## src/rtl/sici_pcs_tx_pkg.sv

```systemverilog
`default_nettype none
// +----------------------------------------------------------------------+
// | sici_pcs_tx_pkg                                                      |
// | Shared Sici PCS definitions: sync headers, frame patterns, states.   |
// | Revision: 1.0                                                        |
// +----------------------------------------------------------------------+
package sici_pcs_tx_pkg;

  localparam logic [1:0] SH_DAT = 2'b01;
  localparam logic [1:0] SH_CTL = 2'b10;

  // Patterns are held wide and sliced to the payload width by each user.
  localparam int PAT_MAX_W = 256;
  localparam logic [PAT_MAX_W-1:0] IDLE_PAT_W = '0;
  localparam logic [PAT_MAX_W-1:0] TRN_PAT_W  = {128{2'b10}};
  localparam logic [PAT_MAX_W-1:0] AM_PAT_W   = '1;

  typedef enum logic [0:0] {
    ST_TRAIN = 1'b0,
    ST_RUN   = 1'b1
  } pcs_state_t;

  function automatic int bit_size(input int n);
    return $clog2(n + 1);
  endfunction

endpackage
`default_nettype wire

```

## src/rtl/sici_pcs_scr.sv

```systemverilog
`default_nettype none
// +----------------------------------------------------------------------+
// | sici_pcs_scr                                                         |
// | Parallel self-synchronous scrambler x^58+x^39+1, LSB processed first;|
// | built only when SICI_PCS_TX_SCR_EN is defined.                       |
// | Revision: 1.0                                                        |
// +----------------------------------------------------------------------+
module sici_pcs_scr
  import sici_pcs_tx_pkg::*;
#(
  parameter int W = 94
) (
  input  logic         clk,
  input  logic         rst_n,
  input  logic         en,
  input  logic [W-1:0] din,
  output logic [W-1:0] dout
);

  logic [57:0] r_state;
  logic [57:0] w_state_nxt;

  always_comb begin
    logic [57:0] s;
    s    = r_state;
    dout = '0;
    for (int i = 0; i < W; i++) begin
      dout[i] = din[i] ^ s[57] ^ s[38];
      s       = {s[56:0], dout[i]};
    end
    w_state_nxt = s;
  end

  always_ff @(posedge clk or negedge rst_n) begin
    if (!rst_n)  r_state <= 58'h3FF_FFFF_FFFF_FFFF;
    else if (en) r_state <= w_state_nxt;
  end

endmodule
`default_nettype wire

```

## src/rtl/sici_pcs_tx.sv

```systemverilog
`default_nettype none
// +----------------------------------------------------------------------+
// | sici_pcs_tx                                                          |
// | Sici PCS frame transmitter: training burst, user/idle frames and     |
// | periodic align markers. Define SICI_PCS_TX_SCR_EN to scramble data.  |
// | Revision: 1.0                                                        |
// +----------------------------------------------------------------------+
module sici_pcs_tx
  import sici_pcs_tx_pkg::*;
#(
  parameter int FW  = 96,
  parameter int TRN = 64,
  parameter int AMP = 4096
) (
  input  logic          Ck,
  input  logic          Rs,
  input  logic          CE,
  input  logic [FW-3:0] Usr_Dat,
  input  logic          Usr_Ctl,
  input  logic          Usr_Vld,
  output logic          Usr_Rdy,
  input  logic          Re_Trn,
  output logic [FW-1:0] Phy_Dat,
  output logic          Trn_Act,
  output logic          AM_Pls
);

  localparam int PW  = FW - 2;
  localparam int FCW = (AMP > 1) ? $clog2(AMP) : 1;
  localparam int TCW = bit_size(TRN);
  localparam logic [PW-1:0] IDLE_PAT = IDLE_PAT_W[PW-1:0];
  localparam logic [PW-1:0] TRN_PAT  = TRN_PAT_W[PW-1:0];
  localparam logic [PW-1:0] AM_PAT   = AM_PAT_W[PW-1:0];

  logic [1:0]     r_rs_sync;
  logic           w_rst_n;
  logic [2:0]     r_rt_sync;
  logic           w_rt_pe;
  pcs_state_t     r_state, w_state_nxt;
  logic [TCW-1:0] r_trn_cnt, w_trn_cnt_nxt;
  logic [FCW-1:0] r_frm_cnt, w_frm_cnt_nxt;
  logic           w_marker;
  logic           w_acc;
  logic [PW-1:0]  w_payload;
  logic [FW-1:0]  w_frame;
  logic           w_trn_frame;

  // Reset asserts asynchronously, releases two clocks later.
  always_ff @(posedge Ck or negedge Rs) begin
    if (!Rs) r_rs_sync <= '0;
    else     r_rs_sync <= {r_rs_sync[0], 1'b1};
  end
  assign w_rst_n = r_rs_sync[1];

  always_ff @(posedge Ck or negedge w_rst_n) begin
    if (!w_rst_n) r_rt_sync <= '0;
    else if (CE)  r_rt_sync <= {r_rt_sync[1:0], Re_Trn};
  end
  assign w_rt_pe = r_rt_sync[1] & ~r_rt_sync[2];

  always_ff @(posedge Ck or negedge w_rst_n) begin
    if (!w_rst_n) begin
      r_state   <= ST_TRAIN;
      r_trn_cnt <= '0;
      r_frm_cnt <= '0;
    end else if (CE) begin
      r_state   <= w_state_nxt;
      r_trn_cnt <= w_trn_cnt_nxt;
      r_frm_cnt <= w_frm_cnt_nxt;
    end
  end

  always_comb begin
    w_state_nxt   = r_state;
    w_trn_cnt_nxt = r_trn_cnt;
    w_frm_cnt_nxt = r_frm_cnt;
    if (w_rt_pe) begin
      w_state_nxt   = ST_TRAIN;
      w_trn_cnt_nxt = '0;
    end else begin
      case (r_state)
        ST_TRAIN: begin
          w_trn_cnt_nxt = r_trn_cnt + TCW'(1);
          if (r_trn_cnt == TCW'(TRN - 1)) begin
            w_state_nxt   = ST_RUN;
            w_frm_cnt_nxt = '0;
          end
        end
        default: w_frm_cnt_nxt = r_frm_cnt + FCW'(1);
      endcase
    end
  end

  assign w_marker = (r_state == ST_RUN) && (r_frm_cnt == FCW'(AMP - 1));
  assign Usr_Rdy  = (r_state == ST_RUN) && !w_marker && !w_rt_pe;
  assign w_acc    = Usr_Vld & Usr_Rdy & CE;

`ifdef SICI_PCS_TX_SCR_EN
  sici_pcs_scr #(
    .W (PW)
  ) u_scr (
    .clk   (Ck),
    .rst_n (w_rst_n),
    .en    (w_acc & ~Usr_Ctl),
    .din   (Usr_Dat),
    .dout  (w_payload)
  );
`else
  assign w_payload = Usr_Dat;
`endif

  // Control payloads bypass the scrambler; only data frames use w_payload.
  always_comb begin
    w_frame     = {SH_CTL, IDLE_PAT};
    w_trn_frame = 1'b0;
    if (r_state == ST_TRAIN) begin
      w_frame     = {SH_CTL, TRN_PAT};
      w_trn_frame = 1'b1;
    end else if (w_marker) begin
      w_frame = {SH_CTL, AM_PAT};
    end else if (w_acc) begin
      w_frame = Usr_Ctl ? {SH_CTL, Usr_Dat} : {SH_DAT, w_payload};
    end
  end

  always_ff @(posedge Ck or negedge w_rst_n) begin
    if (!w_rst_n) begin
      Phy_Dat <= {SH_CTL, IDLE_PAT};
      Trn_Act <= 1'b1;
      AM_Pls  <= 1'b0;
    end else if (CE) begin
      Phy_Dat <= w_frame;
      Trn_Act <= w_trn_frame;
      AM_Pls  <= w_marker;
    end
  end

endmodule
`default_nettype wire
```

## config.mk

```make
export PLATFORM = sky130hd
export DESIGN_NAME = sici_pcs_tx
export DESIGN_NICKNAME = d
export VERILOG_FILES = /design/src/rtl/sici_pcs_tx_pkg.sv /design/src/rtl/sici_pcs_scr.sv /design/src/rtl/sici_pcs_tx.sv
export SDC_FILE = /design/constraint.sdc
export NUM_CORES = 1
export LEC_CHECK = 0
export ABC_CLOCK_PERIOD_IN_PS = 6600
export BUFFER_PORTS_ARGS = -buffer_cell sky130_fd_sc_hd__buf_2
export CAP_MARGIN = 20
export CORE_ASPECT_RATIO = 0.8
export CORE_MARGIN = 2
export CORE_UTILIZATION = 45
export DETAILED_ROUTE_END_ITERATION = 8
export HOLD_SLACK_MARGIN = 0.03
export PLACE_DENSITY = 0.79
export SYNTH_ARGS = -nofsm -noshare
export SYNTH_HDL_FRONTEND = slang
export SYNTH_HIERARCHICAL = 1
export SYNTH_SLANG_ARGS = --single-unit
```

## constraint.sdc

```tcl
create_clock -name Ck -period 6.6 [get_ports Ck]
set_input_delay 0.66 -clock Ck [delete_from_list [all_inputs] [get_ports Ck]]
set_output_delay 0.66 -clock Ck [all_outputs]
set_load 0.02 [all_outputs]
```

After elaboration in Yosys (flattened, before gate mapping). Cells that the tools add are included.

Output and inout bits: 99. Flip-flop bits (word level): 123.

Equal/unequal tests: 3. Mux-type cells: 12. Reductions and logical operators: 8. Add/subtract/negate cells: 2. Bitwise operators: 5.

Operator list (number): $mux 96 (4); $mux 12 (2); $mux 7 (2); $add 12x1->12 const B (1); $eq 12x12->1 const B (1); $add 7x1->7 const B (1); $eq 7x6->1 const B (1); $mux 1 (4); $and 1x1->1 (3); $logic_and 1x1->1 (3); $reduce_and 3->1 (1); $logic_not 1->1 (2); $ne 2x2->1 const B (1); $not 1->1 (2); $reduce_and 2->1 (1); $reduce_bool 2->1 (1).

Logic depth before layout (Yosys ltp). Gate-level depths: netlist of the first run.

Depth in word-level cells: 10. Gate-level depth with buffers: 7. Mapped depth without buffers: 5.

Least setup slack after synthesis of the first run. OpenSTA, ideal clock, no wires.

Path kind: reg-to-output. Start point: reg r_frm_cnt[0]. End point: out Usr_Rdy. Buffers on the path: 0. Slack: 4.670 ns. Cell stages (with the launch flop): 5. Arrival: 1.270 ns. Cell sequence: dfrtp_1 > ha_1 > nand2_2 > nor4_2 > nor3_1.

Word-level cells in the longest chain between the ends: 5.

Ends and longest elaborated chain: from (decl) (line sici_pcs_tx.sv:41) `logic [FCW-1:0] r_frm_cnt, w_frm_cnt_nxt;`; from (signal assigned) (line sici_pcs_tx.sv:69) `r_frm_cnt <= w_frm_cnt_nxt;`; $eq 12x12->1 (line sici_pcs_tx.sv:94) `assign w_marker = (r_state == ST_RUN) && (r_frm_cnt == FCW'(AMP - 1));`; $logic_and 1x1->1 (line sici_pcs_tx.sv:94); $logic_not 1->1 (line sici_pcs_tx.sv:95) `assign Usr_Rdy = (r_state == ST_RUN) && !w_marker && !w_rt_pe;`; $logic_and 1x1->1 (2 in a row) (line sici_pcs_tx.sv:95); to (decl) (line sici_pcs_tx.sv:21) `output logic Usr_Rdy,`.

Every way passes these cells.

Worst setup path in the final report of the first run. Same ends and word-level chain as after synthesis.

==> results.json, run 1 <==
{
  "outcome": "finished clean",
  "post-cts-setup-buffer-count": 0,
  "dp_hpwl_mm": 8.625,
  "timing.final.crit_period_ns": 2.699,
  "clock_sinks": 123,
  "finalMaxSlewViolations": 0,
  "finClkSkew_ns": 0.01277,
  "r2r_start": "r_frm_cnt[0]",
  "cp_max_fo": 5,
  "synth_top_area_cell": "dfrtp_1",
  "critPathRequiredTime_ns": 5.94,
  "grt_overflow": 0,
  "io_pins": 199,
  "post-place-ws_ns": 3.555,
  "fp.dieH_um": 98.87,
  "synth_edf_count": 0,
  "ir_drop_mv": 0.1925,
  "final_layout_size_suffix_gt1_share_pct": 37.31,
  "wl_per_cell_um": 16.24,
  "hold_ws_ns": 0.3722,
  "syn_nets": 564,
  "grt_first_pass_wirelength_mm": 20.98,
  "setup-tns-final_ns": 0,
  "cts_max_path_buffers": 2,
  "std_cell_rows": 34,
  "cts.clk_slew.worst_paths_ns": 0.06,
  "ys_seq_area_share_pct": 60.85,
  "diodes": 0,
  "vias": 4334,
  "grt_pass1_vias": 4266,
  "synth_ff_type": "dfrtp_1",
  "drt-total-wl_mm": 13.09,
  "cap_violations": 0,
  "drt-pass1-iter-count": 4,
  "fmax_mhz": 370.6,
  "gpl.final_weighted_congestion": 0.8057,
  "viasPerCell": 5.377,
  "track_usage_pct": 22.12,
  "slew_headroom_pct": 36.49,
  "crit_start": "r_frm_cnt[0]",
  "end_kind": "output pin",
  "antenna_left": 0,
  "hp-start": "r_rs_sync[0]",
  "cts_made_buffers": 17,
  "yosysWarningCount": 6,
  "synth-seq-cells": 123,
  "synthArstFlopShare_pct": 100.0,
  "tightestPinTransition_ns": 0.9527,
  "hold_viol_final": 0,
  "hold_end": "r_rs_sync[1]",
  "power.density_nw_per_um2": 284.3,
  "timing.final.ws_setup_ns": 3.901,
  "die-area_sq_um": 12120,
  "finalCritPeriodShare_pct": 40.89,
  "initial_utilization_pct": 46.30,
  "synth_top_cell_area_share_pct": 59.81,
  "grt_max_degree": 75,
  "n_fill_cell": 870,
  "cts_root_buf": "clkbuf_16",
  "area_growth_pct": 33.76,
  "drt_iter0_drc": 286,
  "synth_cell_types": 43,
  "die_x_um": 122.6,
  "setup.worst_path.start_class": "register",
  "reg2reg_to": "Phy_Dat[60]",
  "synthTopCellsByArea": "dfrtp_1 60%, a221o_1 9.3%, a21oi_1 5.6%",
  "nets": 751,
  "worstSetupPathType": "reg2out",
  "synth_area_per_cell_sq_um": 10.96,
  "h-tree-depth": 4,
  "netlist_area_sq_um": 5062,
  "hold_class": "reg2reg",
  "holdPathStages": 0,
  "drc_errors": 0,
  "critPathArrivalTime_ns": 2.04,
  "r2r_slack_ns": 4.05,
  "p_leak_nw": 3.135,
  "core_region_area_sq_um": 10930,
  "antenna_found_initial": 0,
  "grt_setup_unrepaired": "false",
  "setup_viol": 0,
  "synth_cells": 462,
  "worst_r2r_path_depth": 6,
  "port_buffers": 198,
  "cts_tree": "built",
  "clk_latency_ns": 0.40
}
## power breakdown
part           leakage (nW)  internal (mW)  switching [mW]
logic                  1.38         0.0516          0.0608
registers              1.44          0.781          0.0372
clock network         0.315          0.683           0.311
## state kept, by name, summed over array words and instances (netlist names)
register   count
Phy_Dat       96
r_frm_cnt     12
r_trn_cnt      7
r_rt_sync      3
r_rs_sync      2
AM_Pls         1
Trn_Act        1
r_state        1
## cell usage in the layout (no fill, tap or decap), drive strengths merged, types with 2 or more instances in the layout
cell	n
buf	204
dfrtp	121
nand2	66
a21oi	57
nor2	50
a221o	47
clkbuf	26
o21ai	8
nand3	8
nor3	7
nand2b	5
mux2i	4
o31ai	4
or4	4
bufinv	4
nor4	4
nand4	3
nor2b	3
xnor2	3
a32o	3
mux2	3
and3	3
a21o	3
inv	3
or3	3
dfstp	2
a2111oi	2
ha	2
clkinv	2
## critical path, stage by stage (launching register included)
cell and delay [ns]:
dfrtp_1 0.40, ha_1 0.28, nand2_2 0.09, nor4_2 0.54, nor3_1 0.12, buf_2 0.20
## kinds of logic after synthesis
group                      Yosys count  share of synthesized area (%)
adders and majority gates            2                         0.4942
and+or+nand+nor                    158                          14.11
AOI/OAI and AO/OA                  128                          18.31
other                                1                        0.07408
DFF                                123                          60.85
buffers and inverters               40                          4.177
muxes                                7                          1.458
xor gates and xnor gates             3                         0.5191
## metrics by stage
step	power [mW]	utilization [%]	cells	instance area, sq um
finish	1.925	61.94	806	6771
global route	1.994	61.94	806	6771
CTS	1.942	61.75	805	6751
detailed placement	0.9419	55.78	772	6098
global placement	0.9347	55.78	772	6098
floorplan	0.8860	-	462	5062
## worst max-delay path by stage
stage                        endpoint  slack (ns)
after floorplan                AM_Pls        2.92
after global placement    Phy_Dat[81]        3.69
after detailed placement  Phy_Dat[63]        3.56
after CTS                     Usr_Rdy        3.87
after global routing      Phy_Dat[23]        3.75
final                         Usr_Rdy        3.90
## cells in the mapped netlist (4+ instances only)
master / number
a21oi_1: 57
a221o_1: 47
buf_2: 6
buf_4: 4
buf_6: 5
clkbuf_1: 20
dfrtp_1: 121
mux2i_1: 4
nand2_1: 65
nand2b_1: 5
nand3_1: 7
nor2_1: 50
nor3_1: 6
o21ai_0: 8
o31ai_1: 4
or4_1: 4
## timing repair
item,CTS,global route
gates resized for setup,0,0
hold buffers,1,0
hold endpoints to repair,2,0
## per-layer routing
metal	vias up	part of all wire, %	track usage [%]
li1	2039	-	-
met1	2105	43	29.92
met2	179	48	33.89
met3	11	8.1	7.118
met4	0	1.1	7.339
met5	-	0	0
## final cells by class
class	count	area [sq um]	area share, %
well taps	144	180.2	2.661
flip-flops and latches	123	3084	45.55
multi-input cells	299	1794	26.50
clock buffers	26	509.2	7.520
repair buffers	205	1059	15.63
inverters	3	11.26	0.1663
clock inverters	6	133.9	1.977
Note: power is estimated with default switching activity, not from simulation.
==> run 2: changes to the inputs <==
ABC_CLOCK_PERIOD_IN_PS = 2600   (was 6600)
clock period = 2.6 ns   (was 6.6 ns; I/O delays follow)
==> run 2 against run 1 <==
Net effect: count of clock-buffer cells in the layout shrank 7; worst setup slack lost 3.5 ns; clock skew grew 0.0094 ns; via count grew 1.4%; sequential share of layout area shrank 0.42 points; first-iteration DRC count shrank 2.8%; register-to-register slack lost 3.6 ns; clock power grew to 2.5 times the previous value.
==> results.json, run 2 (same netlist as run 1, synthesis figures left out) <==
{
  "post-cts-setup-buffer-count": 0,
  "p_switching_mw": 1.103,
  "area_growth_pct": 35.00,
  "setup-tns-final_ns": 0,
  "finalMaxSlewViolations": 0,
  "largest-register": "Phy_Dat",
  "hold_class": "in2reg",
  "crit_family": "simple AND/OR/NAND/NOR gates",
  "grt_max_degree": 50,
  "cts_made_buffers": 17,
  "ir_drop_mv": 0.5516,
  "track_usage_pct": 22.45,
  "p_int_mw": 3.783,
  "grt_setup_unrepaired": "false",
  "clock_sinks": 123,
  "placed_area_sq_um": 6183,
  "antenna_found_initial": 0,
  "diodes": 0,
  "cpPeakStageDelay_ns": 0.61,
  "dp_hpwl_mm": 8.972,
  "cts_root_buf": "clkbuf_16",
  "hold_viol_final": 0,
  "critPathRequiredTime_ns": 2.93,
  "p_leak_nw": 3.166,
  "final_layout_size_suffix_gt1_share_pct": 38.42,
  "port_buffers": 198,
  "hold_ws_ns": 0.08027,
  "finalCritPeriodShare_pct": 84.23,
  "nets": 758,
  "io_pins": 199,
  "core_region_area_sq_um": 10930,
  "path_buf_inv": 2,
  "setup_viol": 0,
  "grt_overflow": 0,
  "antenna_left": 0,
  "end_kind": "register",
  "grt_first_pass_wirelength_mm": 21.24,
  "critPathArrivalTime_ns": 2.52,
  "setup.worst_path.start_class": "register",
  "power_frac_seq_pct": 42.2,
  "fmax_mhz": 456.6,
  "pwr-share-comb_pct": 6.2,
  "drt_iter0_drc": 278,
  "drc_errors": 0,
  "viasPerCell": 5.405,
  "finalInstanceArea_sq_um": 6834,
  "std_cell_rows": 34,
  "slew_headroom_pct": 27.08,
  "die_x_um": 122.6,
  "tightestPinTransition_ns": 1.091,
  "initial_utilization_pct": 46.30,
  "outcome": "finished clean",
  "gpl.final_weighted_congestion": 0.8213,
  "cp_cell_sequence": "ha_1 > nand2_2 > nor4_2 > buf_4 > nor3_2 > buf_12 > a221o_1",
  "largest_reg_flops": 96,
  "cap_violations": 0,
  "vias": 4394,
  "report.power.total_mw": 4.886,
  "worstSetupPathType": "reg2reg",
  "final_cell_mix": "198 x buf_2, 120 x dfrtp_1, 65 x nand2_1",
  "pwr-share-clk_pct": 51.6,
  "top_regs": "Phy_Dat x96, r_frm_cnt x12, r_trn_cnt x7",
  "h-tree-depth": 4,
  "grt_pass1_vias": 4347,
  "timing.final.crit_period_ns": 2.190,
  "cts.clk_slew.worst_paths_ns": 0.06,
  "die-area_sq_um": 12120,
  "power.density_nw_per_um2": 715.0,
  "cts_tree": "built",
  "cts_max_path_buffers": 2,
  "r2r_slack_ns": 0.41,
  "clk_latency_ns": 0.41,
  "final_util_pct": 62.51,
  "wl_per_cell_um": 16.27,
  "fp.dieH_um": 98.87,
  "cp_max_fo": 41,
  "switching_share_pct": 22.58,
  "finClkSkew_ns": 0.02214,
  "drt-total-wl_mm": 13.23,
  "layout_commonest_cell": "buf_2",
  "drt-pass1-iter-count": 4,
  "crit_slowest_cell": "nor3_2"
}
run 2: path summary, 6_finish.rpt:
check | start | endpoint | cells after the start
setup / recovery | r_frm_cnt[0] | Phy_Dat[76] | 7
hold / removal | Usr_Dat[59] | Phy_Dat[59] | 3
setup reg to reg | r_frm_cnt[0] | Phy_Dat[76] | 7
hold reg to reg | r_rs_sync[1] | Phy_Dat[13] | 0
max in group asynchronous | r_rs_sync[1] | Phy_Dat[95] | 1
min in group asynchronous | Rs | r_rs_sync[1] | 2
run 2: stage by stage:
step | instances | worst slack [ns]
2_1_floorplan | 462 | 0.5509
3_3_place_gp | 780 | 0.5430
3_5_place_dp | 780 | 0.4760
4_1_cts | 813 | 0.4449
5_1_grt | 813 | 0.2815
6_report | 813 | 0.4100
run 2: power groups by stage:
stage / registers (mW) / clock network, mW / logic (mW)
finish: 2.06 / 2.52 / 0.305
floorplan: 2.10 / 0 / 0.148
global route: 2.08 / 2.66 / 0.338
detailed placement: 2.09 / 0 / 0.301
CTS: 2.06 / 2.56 / 0.306
global placement: 2.09 / 0 / 0.290
run 2: layout make-up:
| class | instances | area (sq um) |
|---|---|---|
| clock buffer | 19 | 452.9 |
| clock inverter | 13 | 187.7 |
| fill | 855 | 4099 |
| inverter | 3 | 11.26 |
| multi-input combinational | 299 | 1794 |
| sequential | 123 | 3084 |
| tap | 144 | 180.2 |
| timing repair buffer | 212 | 1124 |
run 2: timing repair:
action,CTS,global route
hold buffers,1,0
endpoints found under the hold margin,2,0
gates resized for setup,0,0
run 2: metal layers:
layer / vias to the layer above / wire length, um / global-route usage [%]
li1: 2052 / - / -
met1: 2134 / 5732 / 28.81
met2: 185 / 6196 / 35.04
met3: 23 / 1059 / 8.218
met4: 0 / 242 / 8.223
met5: - / 0 / 0
run 2: worst register-to-register path: stages (launching register included):
cell	delay, ns
dfrtp_1	0.41
ha_1	0.28
nand2_2	0.11
nor4_2	0.05
buf_4	0.15
nor3_2	0.61
buf_12	0.29
a221o_1	0.22
